File: config.mk
export PLATFORM = sky130hd
export DESIGN_NAME = win_mul_rr_sched
export DESIGN_NICKNAME = d
export VERILOG_FILES = /design/src/rtl/win_pkg.sv /design/src/rtl/rr_arbiter.sv /design/src/rtl/win_mul_16_signed.sv /design/src/rtl/win_mul_rr_sched.sv
export SDC_FILE = /design/constraint.sdc
export NUM_CORES = 1
export LEC_CHECK = 0
export CORE_MARGIN = 4
export CORE_UTILIZATION = 45
export DETAILED_ROUTE_END_ITERATION = 6
export PLACE_DENSITY_LB_ADDON = 0.3
export SLEW_MARGIN = 0
export SYNTH_ARGS = -nofsm -noshare
export SYNTH_HDL_FRONTEND = slang
export SYNTH_SLANG_ARGS = --single-unit
File: constraint.sdc
create_clock -name clk -period 5.75 [get_ports clk]
set_input_delay 1.725 -clock clk [delete_from_list [all_inputs] [get_ports clk]]
set_output_delay 1.725 -clock clk [all_outputs]
set_load 0.005 [all_outputs]
File: src/rtl/win_pkg.sv
// Shared definitions for the Winograd multiplier datapath: precision codes and the
// operand-pair record carried through the scheduler pipeline.
package win_pkg;

  localparam logic [1:0] BW_16    = 2'b00;
  localparam logic [1:0] BW_8X2   = 2'b11;
  localparam int         ID_MAX_W = 3;

  // id is sized for the largest supported requester count; users slice what they need
  typedef struct packed {
    logic [15:0]         a;
    logic [15:0]         b;
    logic [1:0]          bw;
    logic [ID_MAX_W-1:0] id;
  } mul_req_t;

endpackage

File: src/rtl/rr_arbiter.sv
// Combinational round-robin arbiter: grants the first requester at or after ptr,
// wrapping modulo N. Shared with the tile-buffer read scheduler.
module rr_arbiter #(
  parameter int N  = 4,
  parameter int PW = (N > 1) ? $clog2(N) : 1
) (
  input  logic [N-1:0]  req,
  input  logic [PW-1:0] ptr,
  output logic [N-1:0]  grant
);

  logic [N-1:0] rotated;
  logic [N-1:0] rot_grant;
  logic         found;

  // Rotate so ptr sits at bit 0, pick the lowest set bit, then rotate back
  assign rotated = N'({req, req} >> ptr);

  always_comb begin
    rot_grant = '0;
    found     = 1'b0;
    for (int j = 0; j < N; j++) begin
      if (!found && rotated[j]) begin
        rot_grant[j] = 1'b1;
        found        = 1'b1;
      end
    end
  end

  assign grant = N'(({rot_grant, rot_grant} << ptr) >> N);

endmodule

File: src/rtl/win_mul_16_signed.sv
// Combinational signed multiplier: one 16x16 product, or two independent 8x8
// products packed as {hi*hi, lo*lo} when bw selects the dual 8-bit mode.
module win_mul_16_signed
  import win_pkg::*;
(
  input  logic [15:0] a,
  input  logic [15:0] b,
  input  logic [1:0]  bw,
  output logic [31:0] mul_out
);

  logic signed [31:0] a_full, b_full, p_full;
  logic signed [15:0] a_hi, a_lo, b_hi, b_lo, p_hi, p_lo;

  assign a_full = 32'($signed(a));
  assign b_full = 32'($signed(b));
  assign a_hi   = 16'($signed(a[15:8]));
  assign a_lo   = 16'($signed(a[7:0]));
  assign b_hi   = 16'($signed(b[15:8]));
  assign b_lo   = 16'($signed(b[7:0]));

  // Every 8x8 signed product fits in 16 bits, so truncation here is exact
  assign p_full = a_full * b_full;
  assign p_hi   = a_hi * b_hi;
  assign p_lo   = a_lo * b_lo;

  always_comb begin
    mul_out = p_full;
    if (bw == BW_8X2) mul_out = {p_hi, p_lo};
  end

endmodule

File: src/rtl/win_mul_rr_sched.sv
// Round-robin scheduler sharing one win_mul_16_signed among N_REQ requesters through
// a 2-stage valid/ready pipeline; products come back tagged with the requester id.
module win_mul_rr_sched
  import win_pkg::*;
#(
  parameter int N_REQ = 4,
  parameter int ID_W  = 2
) (
  input  logic                clk,
  input  logic                rst,
  input  logic [N_REQ-1:0]    req_valid,
  output logic [N_REQ-1:0]    req_ready,
  input  logic [N_REQ*16-1:0] req_a,
  input  logic [N_REQ*16-1:0] req_b,
  input  logic [N_REQ*2-1:0]  req_bw,
  output logic                res_valid,
  input  logic                res_ready,
  output logic [ID_W-1:0]     res_id,
  output logic [1:0]          res_bw,
  output logic [31:0]         res_data,
  output logic                busy
);

  logic            s1_v, s2_v;
  logic            s1_en, s2_en;
  mul_req_t        s1_q, sel;
  logic [ID_W-1:0] rr_ptr, grant_id;
  logic [N_REQ-1:0] grant;
  logic [31:0]     mul_out;
  logic            unused_id_bits;

  // Each stage advances whenever the stage ahead is empty or draining this edge
  assign s2_en = !s2_v || res_ready;
  assign s1_en = !s1_v || s2_en;

  rr_arbiter #(
    .N  (N_REQ),
    .PW (ID_W)
  ) u_arb (
    .req   (req_valid),
    .ptr   (rr_ptr),
    .grant (grant)
  );

  assign req_ready = grant & {N_REQ{s1_en & !rst}};

  always_comb begin
    sel      = '0;
    grant_id = '0;
    for (int i = 0; i < N_REQ; i++) begin
      if (grant[i]) begin
        sel.a    = req_a[16*i +: 16];
        sel.b    = req_b[16*i +: 16];
        sel.bw   = req_bw[2*i +: 2];
        sel.id   = ID_MAX_W'(i);
        grant_id = ID_W'(i);
      end
    end
  end

  always_ff @(posedge clk) begin
    if (rst) begin
      s1_v   <= 1'b0;
      s1_q   <= '0;
      rr_ptr <= '0;
    end else if (s1_en) begin
      s1_v <= |grant;
      s1_q <= sel;
      if (|grant)
        rr_ptr <= (grant_id == ID_W'(N_REQ - 1)) ? '0 : grant_id + ID_W'(1);
    end
  end

  win_mul_16_signed u_mul (
    .a       (s1_q.a),
    .b       (s1_q.b),
    .bw      (s1_q.bw),
    .mul_out (mul_out)
  );

  // S2 doubles as the output register, so it holds steady under backpressure
  always_ff @(posedge clk) begin
    if (rst) begin
      s2_v     <= 1'b0;
      res_data <= '0;
      res_bw   <= '0;
      res_id   <= '0;
    end else if (s2_en) begin
      s2_v     <= s1_v;
      res_data <= mul_out;
      res_bw   <= s1_q.bw;
      res_id   <= s1_q.id[ID_W-1:0];
    end
  end

  assign unused_id_bits = ^s1_q.id;
  assign res_valid      = s2_v;
  assign busy           = s1_v || s2_v;

endmodule

# Yosys cells after proc, flatten, opt, wreduce, memory -nomap -nowiden
# Index checks and enable logic that the tools add are counted.
# op_classes
addsub	1
multipliers	3
n_div	0
order_cmp	0
eq_ne	2
shift	2
mux	15
n_bitwise	2
n_reduce_logical	14
# op_table
operator	count
two-way mux 37 bit	4
multiplier 16 x 16 -> 32 bit	1
multiplier 8 x 8 -> 16 bit	2
two-way mux 32 bit	1
left shift 8 x 2 -> 8 bit	1
>> shifter 8 x 2 -> 4 bit	1
two-way mux 1 bit	7
logical NOT 1 bit	6
two-way mux 2 bit	3
bitwise AND 4 bit	1
== test 2 bit (second input constant)	2
OR reduction 4 bit	1
logical AND 1 bit	3
logical OR 1 bit	3
adder 2 x 1 -> 2 bit (second input constant)	1
AND reduction 2 bit	1
bitwise AND 1 bit	1
# word_totals
regBits	76
latch_bits	0
ramBits	0
mem_bits_ro	0
input_bits	143
out_inout_bits	42
n_memories	0

# Longest topological paths before layout
# Gate-level depths: netlist of run 1.
# depth
word_depth	17
depth_mapped	24
mapped_depth_nobuf	22

# Modules after synthesis
# A second synthesis of run 1 with hierarchy kept.
# hier_totals
cells_unflattened	2018
area_unflattened_um2	18006.0
# modules_own_cells
module	n_inst	cells_each	area_each_um2	seq_area_each_um2
win_mul_16_signed	1	1569	14057.2	0.0
win_mul_rr_sched	1	432	3844.9	1521.5
rr_arbiter	1	17	103.8	0.0

# Worst setup path before layout of run 1
# OpenSTA, ideal clock, no wires.
# synth_path
path_type	register -> register
startpoint	register s1_q[36] (netlist bit)
endpoint	register res_data[29]
setup_time_ns	0.086
arrival_ns	5.945
required_time_ns	5.664
slack_ns	-0.281
path_stages_with_launch	21
cell_sequence	dfxtp_1 -> clkbuf_1 -> nand2_1 -> inv_1 -> fa_1 -> fa_1 -> fa_1 -> fa_1 -> fa_1 -> inv_1 -> fa_1 -> inv_1 -> ha_1 -> a21o_1 -> a21oi_1 -> nor2b_2 -> nor4_1 -> o211ai_1 -> and3_1 -> a311o_1 -> a221oi_2
# synth_between
elab_chain_len	2
elab_cells_between_ends	3
classes_between	mul: 2; mux: 1
# synth_rtl
element	line	text
start, declared	win_mul_rr_sched.sv:26	mul_req_t s1_q, sel;
start signal, assigned	win_mul_rr_sched.sv:68	s1_q <= sel;
multiplier 16 x 16 -> 32 bit or multiplier 8 x 8 -> 16 bit (tied branches)	win_mul_16_signed.sv:23, win_mul_16_signed.sv:24	
two-way mux 32 bit (*)	win_mul_16_signed.sv:29	if (bw == BW_8X2) mul_out = {p_hi, p_lo};
end signal, assigned	win_mul_rr_sched.sv:90	res_data <= mul_out;
end, declared	win_mul_rr_sched.sv:20	output logic [31:0] res_data,
# Every way passes the cells marked *; elsewhere a longest branch is shown, timed or not.
# A chain may end at the register's enable or synchronous reset.

# Worst setup path in the final report of run 1
# layout_path
startpoint	register s1_q[28] (netlist bit)
endpoint	register res_data[29]
# layout_between
elab_chain_len	2
# layout_rtl
element	line	text
multiplier 16 x 16 -> 32 bit	win_mul_16_signed.sv:23	assign p_full = a_full * b_full;
two-way mux 32 bit	win_mul_16_signed.sv:29	
# Every way passes these cells.

==> reports/summary.txt, run 1 <==
leakage = 10.96 nW
Hold Path Class = flip-flop to flip-flop
routed via count = 14711
core area = 37580 µm²
crit path DAT = 6.17 ns
Post-Syn Area = 17090 µm²
Layout fillers = 3251
# rows = 71
initial DRC count = 811
Worst-Skew Late Latency = 0.36 ns
grt ovf = 0
failing checks = negative setup slack
Inst Count DP = 2746
final-report setup violation count = 6
top_reg_cell synth = dfxtp_1
# nets final = 2910
PortBufs = 184
fmax = 169.6 MHz
biggest cell delay along the critical path = 0.60 ns
ys async rst share = 0%
most common cell after layout, fill and taps aside = inv_1
total power = 7.947 mW
CP max FO = 5
Seq/Total Area, Yosys = 8.905%
Die Area = 41150 µm²
DR pass1 iterations = 5
EDFF count, synth = 0
Startpoint Class = flip-flop
Ant. Diodes = 0
YS warnings = 0
setup ws final = -0.1464 ns
clock sinks = 76
Max Cap Violations = 0
CTS max path bufs = 2
worst hold slack = 0.4564 ns
Remaining DRCs = 0
initial core utilization = 45.47%
clock slew at reported path FFs = 0.08 ns
Syn-to-layout area delta = 29.99%
Syn Nets = 2539
Tcrit/Tclk final = 102.5%
overall global routing resource usage = 26.42%
Finished Layout Cells = 2795
remaining antenna violation count after routing = 0
CTS buffer count = 9
cells after synthesis = 1908
worst-path cell with the longest stage delay = fa_2
Period minus WS final = 5.896 ns
WL final = 53570 µm
Worst Tran Pin Value = 1.003 ns
peak supply drop = 0.0003656 V
critical path class = flip-flop to flip-flop
CP Cell Sequence = buf_12 -> and2_4 -> fa_1 -> inv_1 -> fa_2 -> fa_1 -> fa_1 -> inv_1 -> fa_1 -> fa_2 -> ha_4 -> a21oi_2 -> o22ai_2 -> a311o_2 -> o211ai_2 -> o211ai_1 -> and3_1 -> a311o_1 -> a221oi_2
Final Hold Fails = 0
Routability Congestion = 0.9328
H-tree depth = 3
area leader, netlist = fa_1
pwr/cell area = 357.8 nW/µm²
CP top delay family = adder cells
Syn Area/Cell = 8.954 µm²
commonest cells after routing, fill and taps aside = 427 x inv_1, 331 x fa_1, 229 x buf_4, 183 x clkdlybuf4s50_1, 153 x nand2_1
first-pass GRT wire length = 85430 µm
largest net degree at the start of global routing = 66
clock skew = 0.01612 ns
Die Y = 202.9 µm
vias in the first global route = 16174
die width = 202.9 µm
vias per std cell = 5.263
DP Wirelength = 44910 µm
Setup crit end kind = flip-flop
Worst path most repeated cell = fa_1
Synth area leaders = fa_1 41%, ha_1 10%, inv_1 9.7%
CTS tree = built
Yosys reg bits = 76
Worst Path Buf+Inv = 3
initial antenna violation count = 2
CTS root buffer = clkbuf_16
Max Slew Vio Count = 0
unique cell type count in the Yosys netlist = 62
unrepaired setup endpoints after global routing = true
share of cells above drive strength 1 = 18.87%
Rel. slew slack = 33.14%
outcome = finished with violations
IO Pins = 185
DR WL/cell = 19.16 µm
Crit path required time = 6.02 ns
post-synth top area share = 41.01%
power breakdown:
group	total, mW	internal, mW	leakage, nW	switching [mW]
combinational	6.56	3.17	10.2	3.38
sequential	0.817	0.662	0.644	0.155
clock	0.574	0.304	0.141	0.270
total	7.95	4.14	11.0	3.81
tightest hold or removal path: cells and delay by family, from the launching register on:
kind               cells  cell delay (ns)
AOI/OAI and AO/OA      1             0.05
DFF                    1             0.31
and+or+nand+nor        1             0.05
layer usage:
layer  wire length, µm  GRT usage [%]
met3              3935          5.494
met2             26500          45.69
met1             20810          32.94
met4              2289          9.360
met5                31              0
registers in the layout (all words and copies together) (netlist names):
signal / flops
s1_q: 36
res_data: 32
res_bw: 2
res_id: 2
rr_ptr: 2
res_valid: 1
s1_v: 1
timing repair:
item                       in CTS  in global routing
setup endpoints to repair      19                 18
hold buffers                    0                  0
buffers inserted               19                 14
resized for setup             116                 71
pin swaps                      50                 60
cloned                          0                  1
logic make-up after synthesis:
| kind of cell | after synthesis | share of synthesized area [%] |
|---|---|---|
| adder cells (fa/ha/maj) | 488 | 51.12 |
| XOR/XNOR | 59 | 3.025 |
| AO/OA/AOI/OAI | 255 | 10.77 |
| buffers and inverters | 525 | 11.81 |
| flip-flops | 76 | 8.905 |
| AND/OR/NAND/NOR | 505 | 14.37 |
layout make-up:
| class | count | area [µm²] | area share (%) |
|---|---|---|---|
| multi-input combinational | 1307 | 14030 | 63.18 |
| sequential | 76 | 1609 | 7.245 |
| clock buffer | 9 | 225.2 | 1.014 |
| timing repair buffer | 441 | 3966 | 17.86 |
| clock inverter | 7 | 70.07 | 0.3155 |
| tap | 511 | 639.4 | 2.879 |
| inverter | 444 | 1667 | 7.504 |
through the flow:
stage          setup TNS (ns)  setup slack [ns]  cell area (µm²)  util, %
6_report              -0.6405           -0.1464            22210    59.10
4_1_cts               -0.4345           -0.1032            21850    58.15
3_3_place_gp           -2.937           -0.3886            21020    55.95
5_1_grt                -2.828           -0.3217            22210    59.10
2_1_floorplan       -0.008116         -0.008116            17130        -
3_5_place_dp           -4.184           -0.4194            21020    55.95
synthesized netlist by cell type (2+ instances only):
library cell and number:
buf_1 3, fa_1 350, nand2_1 161, o211ai_1 4, o221a_1 2, or3_1 4
o22ai_1 6, clkbuf_1 71, nor4_1 2, a221o_1 32, buf_2 2, nor3_1 55
a31oi_1 7, a221oi_2 2, o31a_1 2, buf_6 2, or2_2 3, a221oi_1 36
a311oi_1 8, a21o_1 13, a311o_1 3, nand3_1 7, o211ai_2 2, o21ai_0 29
o21bai_1 4, inv_1 443, and2_1 134, clkbuf_8 3, ha_1 138, and3_1 8
a22oi_1 3, dfxtp_1 76, nor2_1 98, a21oi_1 57, nor2b_1 9, xnor2_1 43
o21a_1 3, xor2_1 16, nand2b_1 16, o21ai_1 17, a211oi_1 13
path summary, 6_finish.rpt:
check / startpoint / end / slack (ns) / depth (start not counted)
max: s1_q[28] / res_data[29] / -0.15 / 19
min: res_data[0] / res_data[0] / 0.46 / 2
max reg2reg: s1_q[28] / res_data[29] / -0.15 / 19
min reg2reg: res_data[0] / res_data[0] / 0.46 / 2
No activity file was read; power rests on OpenSTA's default activity.
==> inputs of run 2 (changes only) <==
--- a/config.mk
+++ b/config.mk
@@ -5,6 +5,8 @@
 export SDC_FILE = /design/constraint.sdc
 export NUM_CORES = 1
 export LEC_CHECK = 0
+export ABC_AREA = 1
+export ABC_CLOCK_PERIOD_IN_PS = 5750
 export CORE_MARGIN = 4
 export CORE_UTILIZATION = 45
 export DETAILED_ROUTE_END_ITERATION = 6
==> reports/summary.txt, run 2 <==
outcome = finished, final reports clean (was finished with violations)
Finished Layout Cells = 3332 (was 2795)
most common cell after layout, fill and taps aside = inv_1 (unchanged)
IO Pins = 185 (unchanged)
Synth area leaders = fa_1 37%, inv_1 14%, nand2_1 10% (was fa_1 41%, ha_1 10%, inv_1 9.7%)
Adder-Cell Fraction of Synth Area = 46.66% (was 51.12%)
Inst Count DP = 3311 (was 2746)
area leader, netlist = fa_1 (unchanged)
met3 global-route usage = 2.905% (was 5.494%)
post-synth top area share = 37.44% (was 41.01%)
CP Launch Point = s1_q[31] (was s1_q[28])
Critical Path End = res_data[21] (was res_data[29])
Layout fillers = 3811 (was 3251)
Top Usage Layer GRT = met2 (unchanged)
largest net degree at the start of global routing = 76 (was 66)
fmax = 179.2 MHz (was 169.6 MHz)
Rel. slew slack = 49.78% (was 33.14%)
FF-to-FF setup slack = 0.17 ns (was -0.15 ns)
Seq/Total Area, Yosys = 8.129% (was 8.905%)
met2 Usage GRT = 44.60% (was 45.69%)
crit path DAT = 5.82 ns (was 6.17 ns)
FF-to-FF Start = s1_q[31] (was s1_q[28])
area of the multi-input gates = 14560 µm² (was 14030 µm²)
setup TNS = 0 ns (was -0.6405 ns)
YS warnings = 0 (unchanged)
Worst Tran Pin Value = 0.7525 ns (was 1.003 ns)
final instance area = 23280 µm² (was 22210 µm²)
die width = 211.9 µm (was 202.9 µm)
initial core utilization = 45.63% (was 45.47%)
CTS tree = built (unchanged)
Max Slew Vio Count = 0 (unchanged)
Crit path required time = 5.99 ns (was 6.02 ns)
met1 Usage GRT = 35.08% (was 32.94%)
clock slew at reported path FFs = 0.07 ns (was 0.08 ns)
Setup crit end kind = flip-flop (unchanged)
H-tree depth = 3 (unchanged)
DR WL/cell = 17.20 µm (was 19.16 µm)
Die Area = 44920 µm² (was 41150 µm²)
largest family of logic cells by synthesized area = adder cells (unchanged)
Hold Buf Count CTS = 0 (unchanged)
Tcrit/Tclk final = 97.06% (was 102.5%)
unique cell type count in the Yosys netlist = 44 (was 62)
CTS max path bufs = 2 (unchanged)
cells after synthesis = 2513 (was 1908)
clock sinks = 76 (unchanged)
overall global routing resource usage = 25.69% (was 26.42%)
Max Cap Violations = 0 (unchanged)
Syn-to-layout area delta = 24.41% (was 29.99%)
DR pass1 iterations = 5 (unchanged)
top cells by instance count after synthesis = 677 x inv_1, 506 x nand2_1, 350 x fa_1 (was 443 x inv_1, 350 x fa_1, 161 x nand2_1)
final-report setup violation count = 0 (was 6)
EDFF count, synth = 0 (unchanged)
max FFs per register = 36 (unchanged)
Routability Congestion = 0.9704 (was 0.9328)
fin util = 56.77% (was 59.10%)
ys async rst share = 0% (unchanged)
critical path class = flip-flop to flip-flop (unchanged)
Biggest register = s1_q (unchanged)
Hold Path Class = flip-flop to flip-flop (unchanged)
grt ovf = 0 (unchanged)
Ant. Diodes = 0 (unchanged)
commonest cells after routing, fill and taps aside = 670 x inv_1, 490 x nand2_1, 342 x fa_1, 184 x clkdlybuf4s50_1, 166 x buf_4 (was 427 x inv_1, 331 x fa_1, 229 x buf_4, 183 x clkdlybuf4s50_1, 153 x nand2_1)
unrepaired setup endpoints after global routing = true (unchanged)
FF-to-FF End = res_data[21] (was res_data[29])
Period minus WS final = 5.581 ns (was 5.896 ns)
Syn Area/Cell = 7.447 µm² (was 8.954 µm²)
# nets final = 3426 (was 2910)
WL final = 57320 µm (was 53570 µm)
Final Hold Fails = 0 (unchanged)
mux share of post-synthesis cell area = 0.05348% (was 0%)
R2R cell count = 25 (was 19)
CTS buffer count = 9 (unchanged)
share of cells above drive strength 1 = 13.29% (was 18.87%)
core area = 41020 µm² (was 37580 µm²)
biggest cell delay along the critical path = 0.53 ns (was 0.60 ns)
CTS root buffer = clkbuf_16 (unchanged)
Startpoint Class = flip-flop (unchanged)
PortBufs = 184 (unchanged)
Register Area = 1548 µm² (was 1609 µm²)
Worst path most repeated cell = fa_1 (unchanged)
Syn Nets = 3144 (was 2539)
Worst-Skew Late Latency = 0.36 ns (about the same)
biggest regs = s1_q: 36 flops, res_data: 32 flops (unchanged)
most common cell in the netlist = inv_1 (unchanged)
clock skew = 0.009596 ns (was 0.01612 ns)
# rows = 74 (was 71)
dpl cell area = 22430 µm² (was 21020 µm²)
Post-Syn Area = 18720 µm² (was 17090 µm²)
first-pass GRT wire length = 91600 µm (was 85430 µm)
Yosys reg bits = 76 (unchanged)
remaining antenna violation count after routing = 0 (unchanged)
initial DRC count = 1261 (was 811)
worst-path cell with the longest stage delay = fa_1 (was fa_2)
top_reg_cell synth = dfxtp_1 (unchanged)
Die Y = 211.9 µm (was 202.9 µm)
CP max FO = 6 (was 5)
compound-cell area share of the yosys netlist = 7.829% (was 10.77%)
Remaining DRCs = 0 (unchanged)
Post-Synth XOR/XNOR Area = 1.310% (was 3.025%)
area share of and/or/nand/nor cells after synthesis = 19.68% (was 14.37%)
initial antenna violation count = 0 (was 2)
vias in the first global route = 17542 (was 16174)
routed via count = 16903 (was 14711)
vias per std cell = 5.073 (was 5.263)
DP Wirelength = 48500 µm (was 44910 µm)
run 2: final cells by class:
class | instances | area share, %
inverter | 685 | 11.09
multi-input combinational | 1645 | 62.54
clock inverter | 7 | 0.3761
clock buffer | 9 | 0.9672
sequential | 76 | 6.647
timing repair buffer | 378 | 15.52
tap | 532 | 2.859
run 2: how the worst min path moves through the flow:
stage / slack [ns] / depth (start not counted) / startpoint / to
after detailed placement: 0.47 / 2 / res_id[1] / res_id[1]
after CTS: 0.49 / 2 / res_id[1] / res_id[1]
after global routing: 0.52 / 2 / res_id[1] / res_id[1]
after global placement: 0.47 / 2 / res_id[0] / res_id[0]
final: 0.48 / 2 / res_id[1] / res_id[1]
after floorplan: 0.45 / 2 / s1_v / res_valid
run 2: worst max-delay path: cells and delay by family, from the launching register on:
kind / cells / cell delay, ns
buffers and inverters: 8 / 0.74
adder cells (fa/ha/maj): 7 / 3.27
AO/OA/AOI/OAI: 2 / 0.24
AND/OR/NAND/NOR: 8 / 0.87
flip-flops: 1 / 0.33
run 2: what timing repair did:
action	CTS	global route
resized for setup	19	120
gates cloned	0	2
pin swaps	0	34
setup endpoints to repair	15	22
buffers inserted	0	3
run 2: kinds of logic after synthesis:
group | after synthesis
XOR/XNOR | 28
AND/OR/NAND/NOR | 858
buffers and inverters | 792
adder cells (fa/ha/maj) | 488
flip-flops | 76
AO/OA/AOI/OAI | 270
multiplexers | 1
run 2: metrics by stage:
step,setup slack (ns),hold slack [ns]
4_1_cts,0.01183,0.4875
2_1_floorplan,0.07970,0.4496
5_1_grt,-0.02364,0.5215
3_5_place_dp,-0.2376,0.4725
6_report,0.1691,0.4846
3_3_place_gp,-0.2463,0.4695
run 2: metal layers:
| metal | routed length [µm] | share of wire (%) | vias to the layer above |
|---|---|---|---|
| li1 | - | - | 7986 |
| met1 | 24090 | 42 | 8273 |
| met2 | 28200 | 49 | 576 |
| met3 | 3808 | 6.6 | 68 |
| met4 | 1217 | 2.1 | 0 |
| met5 | 0 | 0 | - |
Power of run 2 is not shown: default switching activity piles up to over one toggle a cycle in this logic, so the estimate is an artifact.
==> inputs of run 3 (changes only) <==
--- a/config.mk
+++ b/config.mk
@@ -10,7 +10,7 @@
 export CORE_MARGIN = 4
 export CORE_UTILIZATION = 45
 export DETAILED_ROUTE_END_ITERATION = 6
-export PLACE_DENSITY_LB_ADDON = 0.3
+export PLACE_DENSITY = 0.67
 export SLEW_MARGIN = 0
 export SYNTH_ARGS = -nofsm -noshare
 export SYNTH_HDL_FRONTEND = slang
==> reports/summary.txt, run 3 (synthesis gave the netlist of run 2 again) <==
DR pass1 iterations = 7 (was 5)
# nets final = 3463 (was 3426)
die width = 211.9 µm (unchanged)
CTS tree = built (unchanged)
biggest regs = s1_q: 36 flops, res_data: 32 flops (unchanged)
Ant. Diodes = 0 (unchanged)
Die Area = 44920 µm² (unchanged)
Max Cap Violations = 0 (unchanged)
remaining antenna violation count after routing = 0 (unchanged)
Worst Tran Pin Value = 1.063 ns (was 0.7525 ns)
Remaining DRCs = 0 (unchanged)
Worst path most repeated cell = fa_1 (unchanged)
CTS max path bufs = 2 (unchanged)
final-report setup violation count = 0 (unchanged)
setup TNS = 0 ns (unchanged)
CP max FO = 10 (was 6)
overall global routing resource usage = 27.35% (was 25.69%)
initial core utilization = 45.63% (unchanged)
Worst-Skew Late Latency = 0.35 ns (was 0.36 ns)
most common cell after layout, fill and taps aside = inv_1 (unchanged)
worst-path cell with the longest stage delay = fa_1 (unchanged)
biggest cell delay along the critical path = 0.58 ns (was 0.53 ns)
fmax = 178.7 MHz (was 179.2 MHz)
Routability Congestion = 0.9593 (was 0.9704)
initial antenna violation count = 2 (was 0)
clock skew = 0.009055 ns (was 0.009596 ns)
Hold Path Class = flip-flop to flip-flop (unchanged)
final instance area = 23610 µm² (was 23280 µm²)
CTS buffer count = 9 (unchanged)
dpl cell area = 22680 µm² (was 22430 µm²)
Tcrit/Tclk final = 97.32% (was 97.06%)
Startpoint Class = flip-flop (unchanged)
WL final = 61210 µm (was 57320 µm)
outcome = finished, final reports clean (unchanged)
CTS root buffer = clkbuf_16 (unchanged)
critical path class = flip-flop to flip-flop (unchanged)
CP top delay family = adder cells (unchanged)
Hold Buf Count CTS = 0 (unchanged)
grt ovf = 0 (unchanged)
DP Wirelength = 51440 µm (was 48500 µm)
share of cells above drive strength 1 = 14.84% (was 13.29%)
Crit path required time = 5.98 ns (was 5.99 ns)
max FFs per register = 36 (unchanged)
DR WL/cell = 18.17 µm (was 17.20 µm)
Final Hold Fails = 0 (unchanged)
Period minus WS final = 5.596 ns (was 5.581 ns)
Biggest register = s1_q (unchanged)
Syn-to-layout area delta = 26.15% (was 24.41%)
crit path DAT = 5.83 ns (was 5.82 ns)
vias per std cell = 5.111 (was 5.073)
clock sinks = 76 (unchanged)
Worst Path Buf+Inv = 10 (was 8)
# rows = 74 (unchanged)
Rel. slew slack = 29.06% (was 49.78%)
routed via count = 17218 (was 16903)
Setup crit end kind = flip-flop (unchanged)
commonest cells after routing, fill and taps aside = 672 x inv_1, 494 x nand2_1, 336 x fa_1, 199 x buf_4, 184 x clkdlybuf4s50_1 (was 670 x inv_1, 490 x nand2_1, 342 x fa_1, 184 x clkdlybuf4s50_1, 166 x buf_4)
Die Y = 211.9 µm (unchanged)
initial DRC count = 1072 (was 1261)
largest net degree at the start of global routing = 76 (unchanged)
H-tree depth = 3 (unchanged)
first-pass GRT wire length = 96540 µm (was 91600 µm)
vias in the first global route = 17916 (was 17542)
IO Pins = 185 (unchanged)
core area = 41020 µm² (unchanged)
clock slew at reported path FFs = 0.07 ns (about the same)
unrepaired setup endpoints after global routing = true (unchanged)
PortBufs = 184 (unchanged)
Max Slew Vio Count = 0 (unchanged)
run 3: area by class of cell:
cell class,instances,area [µm²]
fillers,3807,17410
multi-input cells,1645,14580
repair buffers,415,3951
inverters,685,2579
flip-flops and latches,76,1555
well taps,532,665.6
clock buffers,9,225.2
clock inverters,7,51.30
run 3: worst reg2reg max path, delay by kind of cell (launching register included):
kind | cells | cell delay [ns]
flops | 1 | 0.32
compound gates | 3 | 0.34
simple gates | 6 | 0.66
fa+ha+maj | 7 | 3.29
buf+inv | 10 | 0.86
run 3: metrics by stage:
stage               setup slack [ns]  utilization (%)  hold WS (ns)  instances
detailed placement           -0.4013            55.30        0.4777       3342
global placement             -0.3793            55.30        0.4670       3342
global route                -0.01927            57.56        0.5220       3369
finish                        0.1539            57.56        0.4872       3369
CTS                         0.002827            56.06        0.4863       3358
floorplan                    0.07970                -        0.4496       2513
run 3: timing repair:
| item | CTS | global route |
|---|---|---|
| setup buffers | 0 | 9 |
| gates resized for setup | 15 | 135 |
| pin swaps | 0 | 31 |
| endpoints found under the setup margin | 18 | 22 |
| gates cloned | 0 | 2 |
run 3: per-layer routing:
| metal | GRT usage (%) | routed length, µm | share of wire (%) | up-vias |
|---|---|---|---|---|
| met4 | 6.953 | 2142 | 3.5 | 4 |
| met2 | 45.60 | 28920 | 47 | 660 |
| li1 | - | - | - | 8073 |
| met5 | 0 | 14 | 0.023 | - |
| met3 | 5.172 | 5025 | 8.2 | 115 |
| met1 | 36.94 | 25110 | 41 | 8366 |
run 3: worst paths after layout:
path	from	slack, ns	to	cells past startpoint
min	s1_v	0.49	res_valid	2
max reg2reg	s1_q[11]	0.15	res_data[22]	26
min reg2reg	s1_v	0.49	res_valid	2
max	s1_q[11]	0.15	res_data[22]	26
Power of run 3 is left out for the same reason.
